==> config.mk <==
export PLATFORM = sky130hd
export DESIGN_NAME = change_dispenser
export DESIGN_NICKNAME = d
export VERILOG_FILES = /design/src/rtl/change_pkg.sv /design/src/rtl/coin_inventory.sv /design/src/rtl/change_dispenser.sv
export SDC_FILE = /design/constraint.sdc
export NUM_CORES = 1
export LEC_CHECK = 0
export CAP_MARGIN = 20
export CORE_ASPECT_RATIO = 0.8
export CORE_UTILIZATION = 45
export DETAILED_ROUTE_END_ITERATION = 16
export PLACE_DENSITY = 0.7
export SYNTH_ARGS = -nofsm -noshare
export SYNTH_HDL_FRONTEND = slang
export SYNTH_SLANG_ARGS = --single-unit
==> constraint.sdc <==
create_clock -name clk -period 6.1 [get_ports clk]
set_clock_uncertainty 0.1 [all_clocks]
set_input_delay 1.22 -clock clk [delete_from_list [all_inputs] [get_ports clk]]
set_output_delay 1.22 -clock clk [all_outputs]
set_load 0.005 [all_outputs]
==> src/rtl/change_pkg.sv <==
// change_pkg: amount encodings, FSM states, fault codes and coin planning for the change dispenser
package change_pkg;
    typedef enum logic [1:0] {AMT_0 = 2'b00, AMT_5 = 2'b01, AMT_10 = 2'b10, AMT_15 = 2'b11} amt_e;
    typedef enum logic [2:0] {IDLE, PLAN, EJECT, WAIT, DONE, FAULT} state_e;
    localparam logic [1:0] FAULT_NONE    = 2'b00;
    localparam logic [1:0] FAULT_TIMEOUT = 2'b01;
    localparam logic [1:0] FAULT_NOCOIN  = 2'b10;
    typedef struct packed {
        logic       ok;
        logic       n10;
        logic [1:0] n5;
    } plan_t;
    // Prefer a 10rs coin when stocked; avail5 is the 5rs stock clamped to 3
    function automatic plan_t make_plan(input amt_e amt, input logic has10, input logic [1:0] avail5);
        plan_t p;
        p = '0;
        case (amt)
            AMT_0:  p = plan_t'{1'b1, 1'b0, 2'd0};
            AMT_5:  p = plan_t'{avail5 != 2'd0, 1'b0, 2'd1};
            AMT_10: p = has10 ? plan_t'{1'b1, 1'b1, 2'd0} : plan_t'{avail5 >= 2'd2, 1'b0, 2'd2};
            AMT_15: p = (has10 && avail5 != 2'd0) ? plan_t'{1'b1, 1'b1, 2'd1}
                                                  : plan_t'{avail5 == 2'd3, 1'b0, 2'd3};
        endcase
        return p;
    endfunction
endpackage

==> src/rtl/coin_inventory.sv <==
// coin_inventory: per-hopper coin count with saturating refill and floor-clamped decrement
module coin_inventory #(
    parameter int INV_W = 8
) (
    input  logic             clk,
    input  logic             rst,
    input  logic             load,
    input  logic [INV_W-1:0] load_cnt,
    input  logic             dec,
    output logic [INV_W-1:0] cnt
);
    localparam logic [INV_W:0] ONE = 1;
    logic [INV_W:0] sum, nxt;
    always_comb begin
        sum = {1'b0, cnt} + (load ? {1'b0, load_cnt} : '0);
        nxt = (dec && sum != '0) ? sum - ONE : sum;
    end
    always_ff @(posedge clk)
        cnt <= rst ? '0 : nxt[INV_W] ? '1 : nxt[INV_W-1:0];
endmodule

==> src/rtl/change_dispenser.sv <==
// change_dispenser: plans and ejects 5rs/10rs coins one at a time, confirming each via its hopper sensor
module change_dispenser
    import change_pkg::*;
#(
    parameter int PULSE_CYCLES = 4,
    parameter int TIMEOUT      = 16,
    parameter int INV_W        = 8
) (
    input  logic             clk,
    input  logic             rst,
    input  logic             req_valid,
    input  logic [1:0]       req_amt,
    output logic             req_ready,
    output logic             eject5,
    output logic             eject10,
    input  logic             sense5,
    input  logic             sense10,
    input  logic             load_valid,
    input  logic             load_sel,
    input  logic [INV_W-1:0] load_cnt,
    output logic [INV_W-1:0] inv5,
    output logic [INV_W-1:0] inv10,
    output logic             done,
    input  logic             fault_clr,
    output logic [1:0]       fault
);
    localparam int CMAX = PULSE_CYCLES > TIMEOUT ? PULSE_CYCLES : TIMEOUT;
    localparam int CW   = $clog2(CMAX + 1);
    state_e        state;
    amt_e          amt;
    logic [CW-1:0] cnt;
    logic          n10;
    logic [1:0]    n5;
    logic [1:0]    avail5;
    plan_t         plan;
    logic          hit, last;
    always_comb begin
        avail5 = inv5 > INV_W'(3) ? 2'd3 : inv5[1:0];
        plan   = make_plan(amt, inv10 != '0, avail5);
        hit    = state == WAIT && (n10 ? sense10 : sense5);
        last   = n10 ? n5 == 2'd0 : n5 == 2'd1;
    end
    assign req_ready = state == IDLE;
    coin_inventory #(.INV_W(INV_W)) u_inv5 (
        .clk(clk), .rst(rst), .load(load_valid && !load_sel), .load_cnt(load_cnt),
        .dec(hit && !n10), .cnt(inv5)
    );
    coin_inventory #(.INV_W(INV_W)) u_inv10 (
        .clk(clk), .rst(rst), .load(load_valid && load_sel), .load_cnt(load_cnt),
        .dec(hit && n10), .cnt(inv10)
    );
    // cnt times the eject pulse in EJECT and the sensor timeout in WAIT
    always_ff @(posedge clk) begin
        if (rst) begin
            state   <= IDLE;
            amt     <= AMT_0;
            cnt     <= '0;
            n10     <= 1'b0;
            n5      <= 2'd0;
            eject5  <= 1'b0;
            eject10 <= 1'b0;
            done    <= 1'b0;
            fault   <= FAULT_NONE;
        end else begin
            done <= 1'b0;
            case (state)
                IDLE: if (req_valid) begin
                    amt   <= amt_e'(req_amt);
                    state <= PLAN;
                end
                PLAN: if (!plan.ok) begin
                    fault <= FAULT_NOCOIN;
                    state <= FAULT;
                end else if (amt == AMT_0) begin
                    done  <= 1'b1;
                    state <= DONE;
                end else begin
                    n10     <= plan.n10;
                    n5      <= plan.n5;
                    eject10 <= plan.n10;
                    eject5  <= !plan.n10;
                    cnt     <= CW'(PULSE_CYCLES - 1);
                    state   <= EJECT;
                end
                EJECT: if (cnt == '0) begin
                    eject5  <= 1'b0;
                    eject10 <= 1'b0;
                    cnt     <= CW'(TIMEOUT - 1);
                    state   <= WAIT;
                end else
                    cnt <= cnt - CW'(1);
                WAIT: if (hit) begin
                    if (n10) n10 <= 1'b0;
                    else n5 <= n5 - 2'd1;
                    if (last) begin
                        done  <= 1'b1;
                        state <= DONE;
                    end else begin
                        eject5 <= 1'b1;
                        cnt    <= CW'(PULSE_CYCLES - 1);
                        state  <= EJECT;
                    end
                end else if (cnt == '0) begin
                    fault <= FAULT_TIMEOUT;
                    state <= FAULT;
                end else
                    cnt <= cnt - CW'(1);
                DONE: state <= IDLE;
                FAULT: if (fault_clr) begin
                    fault <= FAULT_NONE;
                    state <= IDLE;
                end
                default: state <= IDLE;
            endcase
        end
    end
endmodule
==> summary.md <==
| Metric | Value |
|---|---|
| Die W | `91.1 um` |
| Area leader, netlist | `dfxtp_1` |
| Final Hold Viols | `0` |
| Hold slack | `0.360 ns` |
| Achievable frequency | `222 MHz` |
| Largest net degree at the start of global routing | `32` |
| Vias in the first global route | `2638` |
| Int Pwr | `0.622 mW` |
| Sequential Power Share | `30.8%` |
| Ys flop type | `dfxtp_1` |
| Sequential element share of the synthesized area | `23.8%` |
| Area growth syn-to-layout | `19.7%` |
| Hold Path Class | `reg2reg` |
| Startpoint Class | `input pin` |
| Syn nets | `396` |
| Overflow after GRT | `0` |
| Total iterations of the first detailed-routing run | `4` |
| RR Startpoint | `u_inv10.cnt[0]` |
| LEAKAGE | `1.41 nW` |
| Yosys top cell area share | `23.8%` |
| Crit Path Category | `in2reg` |
| Fin. max-slew vios | `0` |
| Hold Path Stages | `2` |
| Synth cell types | `62` |
| Routed Wire Length | `7520 um` |
| Max rail drop VDD | `0.162 mV` |
| Die Span Y | `73.3 um` |
| # IOs | `40` |
| Worst path buffer plus inverter count | `1` |
| Setup Buffers After CTS | `0` |
| EDFF count, synth | `0` |
| Yosys reg bits | `34` |
| Number of nets in the layout | `436` |
| First-pass GRT wire length | `12500 um` |
| Via/cell ratio | `6.01` |
| Critical path origin | `load_sel` |
| Combinational power share | `53.3%` |
| Initial antenna violation count | `0` |
| Net Sw Frac | `43.4%` |
| Worst relative slew slack | `48.6%` |
| Max-cap violations | `0` |
| Top post-synthesis cells by area | `dfxtp_1, ha_1, a21oi_1` |
| Core Util, Final | `56.9%` |
| Routed Antenna Nets | `0` |
| Synth warn | `0` |
| HP Start | `eject10` |
| CTS tree | `built` |
| Overall Global Routing Usage | `23.3%` |
| Clk slew on worst S/H paths | `0.07 ns` |
| Root buffer selected by CTS | `clkbuf_8` |
| Worst skew pair latency | `0.28 ns` |
| Detailed Place HPWL | `5820 um` |
| Levels on crit path | `11` |
| Crit-path cells | `clkdlybuf4s50_1, and3_1, ha_1, fa_1, a211o_1, and2_1, o221ai_1, nand4_2, o21ai_1, mux2_2, o21ai_1` |
| CP max stage cell | `clkdlybuf4s50_1` |
| Slowest cell delay on critical path | `0.51 ns` |
| Setup tns final | `0 ns` |
| Fin crit share | `73.8%` |
| Worst EP required | `6.21 ns` |
| RSZ-0062 raised after global routing | `no` |
| Synthesized cell area | `2860 um2` |
| Die Footprint | `6670 um2` |
| Tightest Pin Transition | `0.765 ns` |
| PwrDens | `321 nW/um2` |
| Core Area | `6010 um2` |
| Critical Path Most Common Cell | `o21ai_1` |
| Crit path time final | `4.50 ns` |
| Data arrival time at the worst-slack endpoint | `4.62 ns` |
| Net Sw Power | `0.477 mW` |
| Post-Syn Instances | `353` |
| Status | `finished, final reports clean` |
| R2R depth | `9` |
| Site row count | `25` |
| DRC violations left | `0` |
| Setup crit end kind | `flip-flop` |
| GPL Wtd Cong | `0.928` |
| Post-CTS Hold Fix Bufs | `0` |
| Share of cells above drive strength 1 | `7.36%` |
| CP top delay family | `compound AO/OA/AOI/OAI gates` |
| Power share of the clock group | `15.9%` |
| Post-synth ARST share | `0%` |
| Max Buffers Root-to-Sink | `2` |
| Number of DRC violations after detailed-routing iteration 0 | `227` |
| Starting Density | `47.6%` |
| Syn Area/Cell | `8.09 um2` |
| Clk sink count | `34` |
| Total CTS buffers | `5` |
| H-tree levels | `2` |
| Post-CTS sizing | `0` |
| PortBufs | `39` |
| Wire per inst | `15.8 um` |
| N_diodes | `0` |
| Final setup fails | `0` |
| Crit-path max FO | `9` |
| DR vias | `2856` |
[final timing paths]
| check | endpoint | slack [ns] |
|---|---|---|
| max | u_inv10.cnt[1] | 1.60 |
| min reg2reg | eject10 | 0.36 |
| min | eject10 | 0.36 |
| max reg2reg | u_inv10.cnt[1] | 2.90 |
[synthesized netlist by cell type (8+ instances only)]
library cell,count
a21oi_1,31
a211oi_1,9
a211o_1,8
xnor2_1,13
and2_1,16
and3_1,14
dfxtp_1,34
o21ai_0,10
o21ai_1,15
nor2_1,16
ha_1,23
nand2_1,24
inv_1,22
[worst min-delay path, delay by kind of cell, from the launching register on]
family / cells / cell delay [ns]
AND/OR/NAND/NOR: 1 / 0.05
flip-flops: 1 / 0.31
AO/OA/AOI/OAI: 1 / 0.05
[power by group through the flow]
stage | Sequential [mW] | Combinational (mW) | Clock (mW)
global route | 0.346 | 0.654 | 0.188
floorplan | 0.313 | 0.424 | 0
global placement | 0.342 | 0.565 | 0
detailed placement | 0.342 | 0.575 | 0
CTS | 0.338 | 0.579 | 0.177
finish | 0.339 | 0.586 | 0.174
[final cells by class]
type | instances | area, um2
clock buffers | 7 | 86.3
clock inverters | 1 | 5.00
fillers | 581 | 2590
inverters | 22 | 82.6
multi-input cells | 290 | 2060
flip-flops and latches | 34 | 681
well taps | 81 | 101
repair buffers | 40 | 398
[state kept, by name (all words and copies together) (netlist names)]
| signal | count |
|---|---|
| n5 | 2 |
| amt | 2 |
| state | 3 |
| cnt | 5 |
| u_inv10.cnt | 8 |
| u_inv5.cnt | 8 |
| fault | 2 |
| done | 1 |
| eject10 | 1 |
| n10 | 1 |
| eject5 | 1 |
[stage by stage]
| step | setup WS [ns] | instance area, um2 | cells | power (mW) |
|---|---|---|---|---|
| detailed placement | 1.35 | 3330 | 467 | 0.917 |
| floorplan | 2.21 | 2860 | 353 | 0.737 |
| CTS | 1.64 | 3420 | 475 | 1.09 |
| global placement | 1.38 | 3330 | 467 | 0.907 |
| finish | 1.60 | 3420 | 475 | 1.10 |
| global route | 1.33 | 3420 | 475 | 1.19 |
[placed cells by master (no fill, tap or decap), types with 13 or more instances in the layout]
cell              n
ha_1             23
nand2_1          24
a21oi_1          31
o21ai_1          15
nor2_1           16
clkdlybuf4s50_1  39
and3_1           14
and2_1           16
inv_1            22
dfxtp_1          34
xnor2_1          13
[cell families (layout without fill, tap and decap cells)]
logic type / after synthesis / count (layout) / share of synthesized area [%]
XOR/XNOR: 17 / 17 / 5.21
AND/OR/NAND/NOR: 120 / 120 / 23.4
buffers and inverters: 29 / 70 / 3.90
AO/OA/AOI/OAI: 124 / 124 / 30.6
adder cells (fa/ha/maj): 25 / 25 / 11.5
multiplexers: 4 / 4 / 1.53
flip-flops: 34 / 34 / 23.8
[metal layers]
metal / share of wire (%) / global-route usage [%]
met2: 45 / 36.3
met1: 49 / 33.2
met3: 5.7 / 4.24
met4: 0.90 / 6.17
met5: 0 / 0
Note: power is estimated with default switching activity, not from simulation.
